==> src/rtl/ps2_host_tx.sv <==
// Host-to-device PS/2 transmitter: inhibits the bus, issues a request-to-send,
// then shifts one command byte out on device-generated clock falls and checks the ack.
module ps2_host_tx #(
   parameter int INHIBIT_CYCLES       = 7500,
   parameter int START_TIMEOUT_CYCLES = 1_125_000,
   parameter int XFER_TIMEOUT_CYCLES  = 150_000,
   parameter int FILTER_LEN           = 8
) (
   input  logic       clk_75mhz,
   input  logic       rst_sync,
   input  logic       tx_start,
   input  logic [7:0] tx_data,
   input  logic       ps2_clk_in,
   input  logic       ps2_data_in,
   output logic       ps2_clk_oe,
   output logic       ps2_data_oe,
   output logic       tx_busy,
   output logic       tx_done,
   output logic       tx_ack_err,
   output logic       tx_timeout
);

   localparam int MAX_TO = (START_TIMEOUT_CYCLES > XFER_TIMEOUT_CYCLES) ?
                           START_TIMEOUT_CYCLES : XFER_TIMEOUT_CYCLES;
   localparam int TW = $clog2(MAX_TO + 1);
   localparam int FW = (FILTER_LEN > 1) ? $clog2(FILTER_LEN) : 1;

   localparam logic [TW-1:0] INH_LAST   = TW'(INHIBIT_CYCLES - 1);
   localparam logic [TW-1:0] REQ_LAST   = TW'(7);
   localparam logic [TW-1:0] START_LAST = TW'(START_TIMEOUT_CYCLES - 1);
   localparam logic [TW-1:0] XFER_LAST  = TW'(XFER_TIMEOUT_CYCLES - 1);
   localparam logic [TW-1:0] CNT_ONE    = TW'(1);
   localparam logic [FW-1:0] FILT_LAST  = FW'(FILTER_LEN - 1);

   typedef enum logic [2:0] {
      S_IDLE, S_INHIBIT, S_REQ, S_XFER, S_ACK, S_RELEASE
   } state_t;

   logic [1:0]    clk_sync, data_sync;
   logic          clk_s, data_s;
   logic          clk_filt, fall;
   logic [FW-1:0] fcnt;

   state_t        state, state_d;
   logic [TW-1:0] cnt, cnt_d;
   logic [3:0]    bit_n, bit_d;
   logic [9:0]    frame, frame_d;
   logic          clk_oe_d, data_oe_d, busy_d, done_d, ack_err_d, timeout_d;

   assign clk_s  = clk_sync[1];
   assign data_s = data_sync[1];

   // Idle bus level is high, so synchronizers and filter reset to 1.
   always_ff @(posedge clk_75mhz or posedge rst_sync) begin
      if (rst_sync) begin
         clk_sync  <= 2'b11;
         data_sync <= 2'b11;
         clk_filt  <= 1'b1;
         fcnt      <= '0;
         fall      <= 1'b0;
      end else begin
         clk_sync  <= {clk_sync[0], ps2_clk_in};
         data_sync <= {data_sync[0], ps2_data_in};
         fall      <= clk_filt & ~clk_s & (fcnt == FILT_LAST);
         if (clk_s == clk_filt) begin
            fcnt <= '0;
         end else if (fcnt == FILT_LAST) begin
            clk_filt <= clk_s;
            fcnt     <= '0;
         end else begin
            fcnt <= fcnt + FW'(1);
         end
      end
   end

   always_ff @(posedge clk_75mhz or posedge rst_sync) begin
      if (rst_sync) begin
         state       <= S_IDLE;
         cnt         <= '0;
         bit_n       <= '0;
         frame       <= '0;
         ps2_clk_oe  <= 1'b0;
         ps2_data_oe <= 1'b0;
         tx_busy     <= 1'b0;
         tx_done     <= 1'b0;
         tx_ack_err  <= 1'b0;
         tx_timeout  <= 1'b0;
      end else begin
         state       <= state_d;
         cnt         <= cnt_d;
         bit_n       <= bit_d;
         frame       <= frame_d;
         ps2_clk_oe  <= clk_oe_d;
         ps2_data_oe <= data_oe_d;
         tx_busy     <= busy_d;
         tx_done     <= done_d;
         tx_ack_err  <= ack_err_d;
         tx_timeout  <= timeout_d;
      end
   end

   always_comb begin
      // NOTE: every signal gets a default here so no path leaves one unassigned (no latches).
      state_d   = state;
      cnt_d     = cnt;
      bit_d     = bit_n;
      frame_d   = frame;
      clk_oe_d  = ps2_clk_oe;
      data_oe_d = ps2_data_oe;
      busy_d    = tx_busy;
      done_d    = 1'b0;
      ack_err_d = tx_ack_err;
      timeout_d = tx_timeout;

      case (state)
         S_IDLE: begin
            if (tx_start) begin
               frame_d   = {1'b1, ~^tx_data, tx_data};
               ack_err_d = 1'b0;
               timeout_d = 1'b0;
               busy_d    = 1'b1;
               clk_oe_d  = 1'b1;
               data_oe_d = 1'b0;
               cnt_d     = '0;
               state_d   = S_INHIBIT;
            end
         end
         S_INHIBIT: begin
            cnt_d = cnt + CNT_ONE;
            if (cnt == INH_LAST) begin
               cnt_d     = '0;
               data_oe_d = 1'b1;
               state_d   = S_REQ;
            end
         end
         S_REQ: begin
            cnt_d = cnt + CNT_ONE;
            if (cnt == REQ_LAST) begin
               cnt_d    = '0;
               bit_d    = '0;
               clk_oe_d = 1'b0;
               state_d  = S_XFER;
            end
         end
         S_XFER: begin
            cnt_d = cnt + CNT_ONE;
            if (fall) begin
               // Frame index 0..7 data, 8 parity, 9 stop; the timer restarts on fall 1.
               data_oe_d = ~frame[bit_n];
               bit_d     = bit_n + 4'd1;
               if (bit_n == 4'd0) cnt_d = '0;
               if (bit_n == 4'd9) state_d = S_ACK;
            end else if ((bit_n == 4'd0) ? (cnt == START_LAST) : (cnt == XFER_LAST)) begin
               clk_oe_d  = 1'b0;
               data_oe_d = 1'b0;
               timeout_d = 1'b1;
               done_d    = 1'b1;
               busy_d    = 1'b0;
               state_d   = S_IDLE;
            end
         end
         S_ACK: begin
            cnt_d = cnt + CNT_ONE;
            if (fall) begin
               ack_err_d = data_s;
               state_d   = S_RELEASE;
            end else if (cnt == XFER_LAST) begin
               clk_oe_d  = 1'b0;
               data_oe_d = 1'b0;
               timeout_d = 1'b1;
               done_d    = 1'b1;
               busy_d    = 1'b0;
               state_d   = S_IDLE;
            end
         end
         S_RELEASE: begin
            if (clk_filt && data_s) begin
               done_d  = 1'b1;
               busy_d  = 1'b0;
               state_d = S_IDLE;
            end
         end
         default: state_d = S_IDLE;
      endcase
   end

endmodule
==> config.mk <==
export PLATFORM = sky130hd
export DESIGN_NAME = ps2_host_tx
export DESIGN_NICKNAME = d
export VERILOG_FILES = /design/src/rtl/ps2_host_tx.sv
export SDC_FILE = /design/constraint.sdc
export NUM_CORES = 1
export LEC_CHECK = 0
export ABC_CLOCK_PERIOD_IN_PS = 5200
export BUFFER_PORTS_ARGS = -buffer_cell sky130_fd_sc_hd__clkbuf_2
export CAP_MARGIN = 20
export CORE_MARGIN = 2
export CORE_UTILIZATION = 55
export CTS_BUF_LIST = sky130_fd_sc_hd__clkbuf_2 sky130_fd_sc_hd__clkbuf_4 sky130_fd_sc_hd__clkbuf_8
export DETAILED_ROUTE_END_ITERATION = 10
export PLACE_DENSITY = 0.73
export SYNTH_ARGS = -nofsm -noshare
export SYNTH_HDL_FRONTEND = slang
export SYNTH_SLANG_ARGS = --single-unit
export TNS_END_PERCENT = 30
==> constraint.sdc <==
create_clock -name clk_75mhz -period 5.2 [get_ports clk_75mhz]
set_input_delay 0.52 -clock clk_75mhz [delete_from_list [all_inputs] [get_ports clk_75mhz]]
set_output_delay 0.52 -clock clk_75mhz [all_outputs]
set_load 0.01 [all_outputs]
==> out/metrics.yaml <==
post_cts_buffers: 0
grt_pass1_wl_um: 9735
max_freq_ghz: 0.3584
synth_area_per_cell_um2: 10.25
clock-sinks: 53
pre_cts_slack_ps: 2385
dp_hpwl_um: 4003
reg2reg_depth: 6
synth_nets: 301
final_antenna_net_count: 0
coreArea_um2: 5075
drt-total-wl_um: 5498
clk_path_buf_depth: 2
netlist_top_cells_area: "dfrtp_1 (42%), dfstp_2 (4.6%), xor2_1 (4.3%), nor2_1 (4.2%), mux2_2 (3.5%)"
area_delta_synth_final_pct: 8.431
clk_latency_ps: 320
cp_max_fo: 16
fillers: 453
portBuffers: 18
worstSetupPathType: "flop to flop"
synth_top_area_share_pct: 41.72
routed_via_density: 5.659
routabilityCongestion: 0.8047
rsz0062_at_grt: "false"
cp-end-kind: "flop"
start_util_pct: 56.73
yosys_warnings: 0
clk_root_buffer_cell: "clkbuf_8"
ctsHoldBuffers: 0
die-area_um2: 5829
cts_buffers: 5
clkTransAtPathRegs_ps: 100
slew-limit-headroom_pct: 61.56
drc_errors: 0
num_io_pins: 19
die_h_um: 76.35
synth_edf_count: 0
hold_viol_final: 0
cts_tree: "done"
yosysTopAreaCell: "dfrtp_1"
place_area_um2: 3012
holdWs_ps: 213.2
leakage_nw: 1.345
finalInstanceArea_um2: 3122
rr_endpoint: "cnt[16]$_DFFE_PP0P_"
setup-tns-final_ps: 0
grt_start_max_net_pins: 54
drt_iter0_drc: 153
multiInputGateArea_um2: 1445
min_period_over_period_pct: 53.66
period_needed_ps: 2790
status: "finished, final reports clean"
netlist_top_cells_count: "dfrtp_1 (48), nor2_1 (32), nand2_1 (23)"
vdd_drop_max_mv: 0.3206
regToRegStartpoint: "cnt[9]$_DFFE_PP0P_"
synthesis.area_um2: 2879
synth_seq_cells: 53
fin_ws_ps: 2410
vias: 2088
cap_violations: 0
reg2reg_slack_ps: 2410
synth_most_common_cell: "dfrtp_1"
final_core_util_pct: 61.51
maxSlewViolCount: 0
async_reset_ff_share_pct: 100.0
dr.pass1.iters: 4
ys_types: 51
grt_usage_pct: 21.00
setup_viol: 0
antenna_found_initial: 0
power_density_nw_per_um2: 410.7
synthesis.instances: 281
worstSetupStartpointType: "flop"
drive_gt1_share_pct: 18.73
num_antenna_cells: 0
die_w_um: 76.35
wl_per_cell_um: 14.90
worstPathRequired_ps: 5380
overflow: 0
worstMarginPinSlew_ps: 576.6
rows: 26
first_global_vias: 1994
fin_nets: 318
synth-main-ff-cell: "dfrtp_1"
yosysSeqAreaShare_pct: 46.28
cts_resized: 0
critPathArrivalTime_ps: 2970
cts_htree_levels: 2
hold_path_class: "input port to asynchronous set/reset pin"
clock_skew_ps: 14.76
ff_latch_area_um2: 1333
-- worst max-delay path by stage --
stage	cells after the start	startpoint	endpoint	slack, ps
detailed placement	6	cnt[9]$_DFFE_PP0P_	cnt[16]$_DFFE_PP0P_	2390
global route	7	cnt[1]$_DFFE_PP0P_	cnt[16]$_DFFE_PP0P_	2110
global placement	6	cnt[9]$_DFFE_PP0P_	cnt[19]$_DFFE_PP0P_	2440
finish	6	cnt[9]$_DFFE_PP0P_	cnt[16]$_DFFE_PP0P_	2410
CTS	6	cnt[9]$_DFFE_PP0P_	cnt[16]$_DFFE_PP0P_	2360
floorplan	9	bit_n[0]$_DFFE_PP0P_	state[1]$_DFFE_PP0P_	2680
-- layout by cell type, fill, tap and decap left out, types with 2 or more instances in the layout --
master	count
nor2_1	32
nor3b_1	3
mux4_2	2
a21oi_1	7
and2_1	3
or4_1	3
inv_1	12
clkbuf_2	18
nand4_1	13
a211oi_4	2
nand3_1	10
and3_1	2
dfrtp_1	48
a21o_1	3
or3_1	2
nor4b_1	2
clkbuf_8	5
ha_1	7
nor2b_1	2
o31ai_1	3
nand2_1	23
mux2i_1	6
xor2_1	14
nand3b_1	3
mux2_2	9
dfstp_2	5
nor3_1	9
or4_4	2
xnor2_1	11
a31oi_1	2
o21ai_0	11
-- metrics by stage --
step	total power [W]	instances
3_3_place_gp	0.001041	360
6_report	0.001282	369
5_1_grt	0.001374	369
3_5_place_dp	0.001053	360
2_1_floorplan	0.0009521	281
4_1_cts	0.001293	368
-- metal layers --
layer / part of all wire (%) / routed length, µm / vias up / track usage, %
li1: - / - / 1027 / -
met1: 48 / 2636 / 1017 / 29.66
met2: 47 / 2582 / 36 / 32.12
met3: 3.2 / 177 / 8 / 4.265
met4: 1.9 / 102 / 0 / 8.000
met5: 0 / 0 / - / 0
-- logic make-up after synthesis --
kind of cell	synth area share, %
AOI/OAI and AO/OA	9.170
xor gates and xnor gates	7.605
adders and majority gates	3.042
buffers and inverters	3.520
DFF	46.28
muxes	8.083
and+or+nand+nor	22.29
-- area by class of cell --
| class | instances | area share [%] |
|---|---|---|
| clock buffers | 5 | 2.204 |
| clock inverters | 3 | 0.6814 |
| flip-flops and latches | 53 | 42.69 |
| multi-input cells | 205 | 46.29 |
| well taps | 70 | 2.806 |
| inverters | 13 | 1.563 |
| repair buffers | 20 | 3.768 |
-- sequential cells by signal (all words and copies together), names as in the netlist, 2 cells and up --
| name | cells |
|---|---|
| cnt | 21 |
| frame | 10 |
| bit_n | 4 |
| fcnt | 3 |
| clk_sync | 2 |
| data_sync | 2 |
| state | 3 |
-- worst max-delay path, cell delays in order (launching register included) --
cell,delay (ps)
dfrtp_1,460
or4_4,580
nor4b_4,320
nand4b_2,230
a211oi_4,400
and2_1,550
nor2_1,110
-- power breakdown --
part	internal [W]	total (W)	switching (W)
registers	0.000502	0.000585	0.0000832
clock network	0.0000958	0.000239	0.000143
logic	0.000213	0.000458	0.000245
No activity file was read; power rests on OpenSTA's default activity.
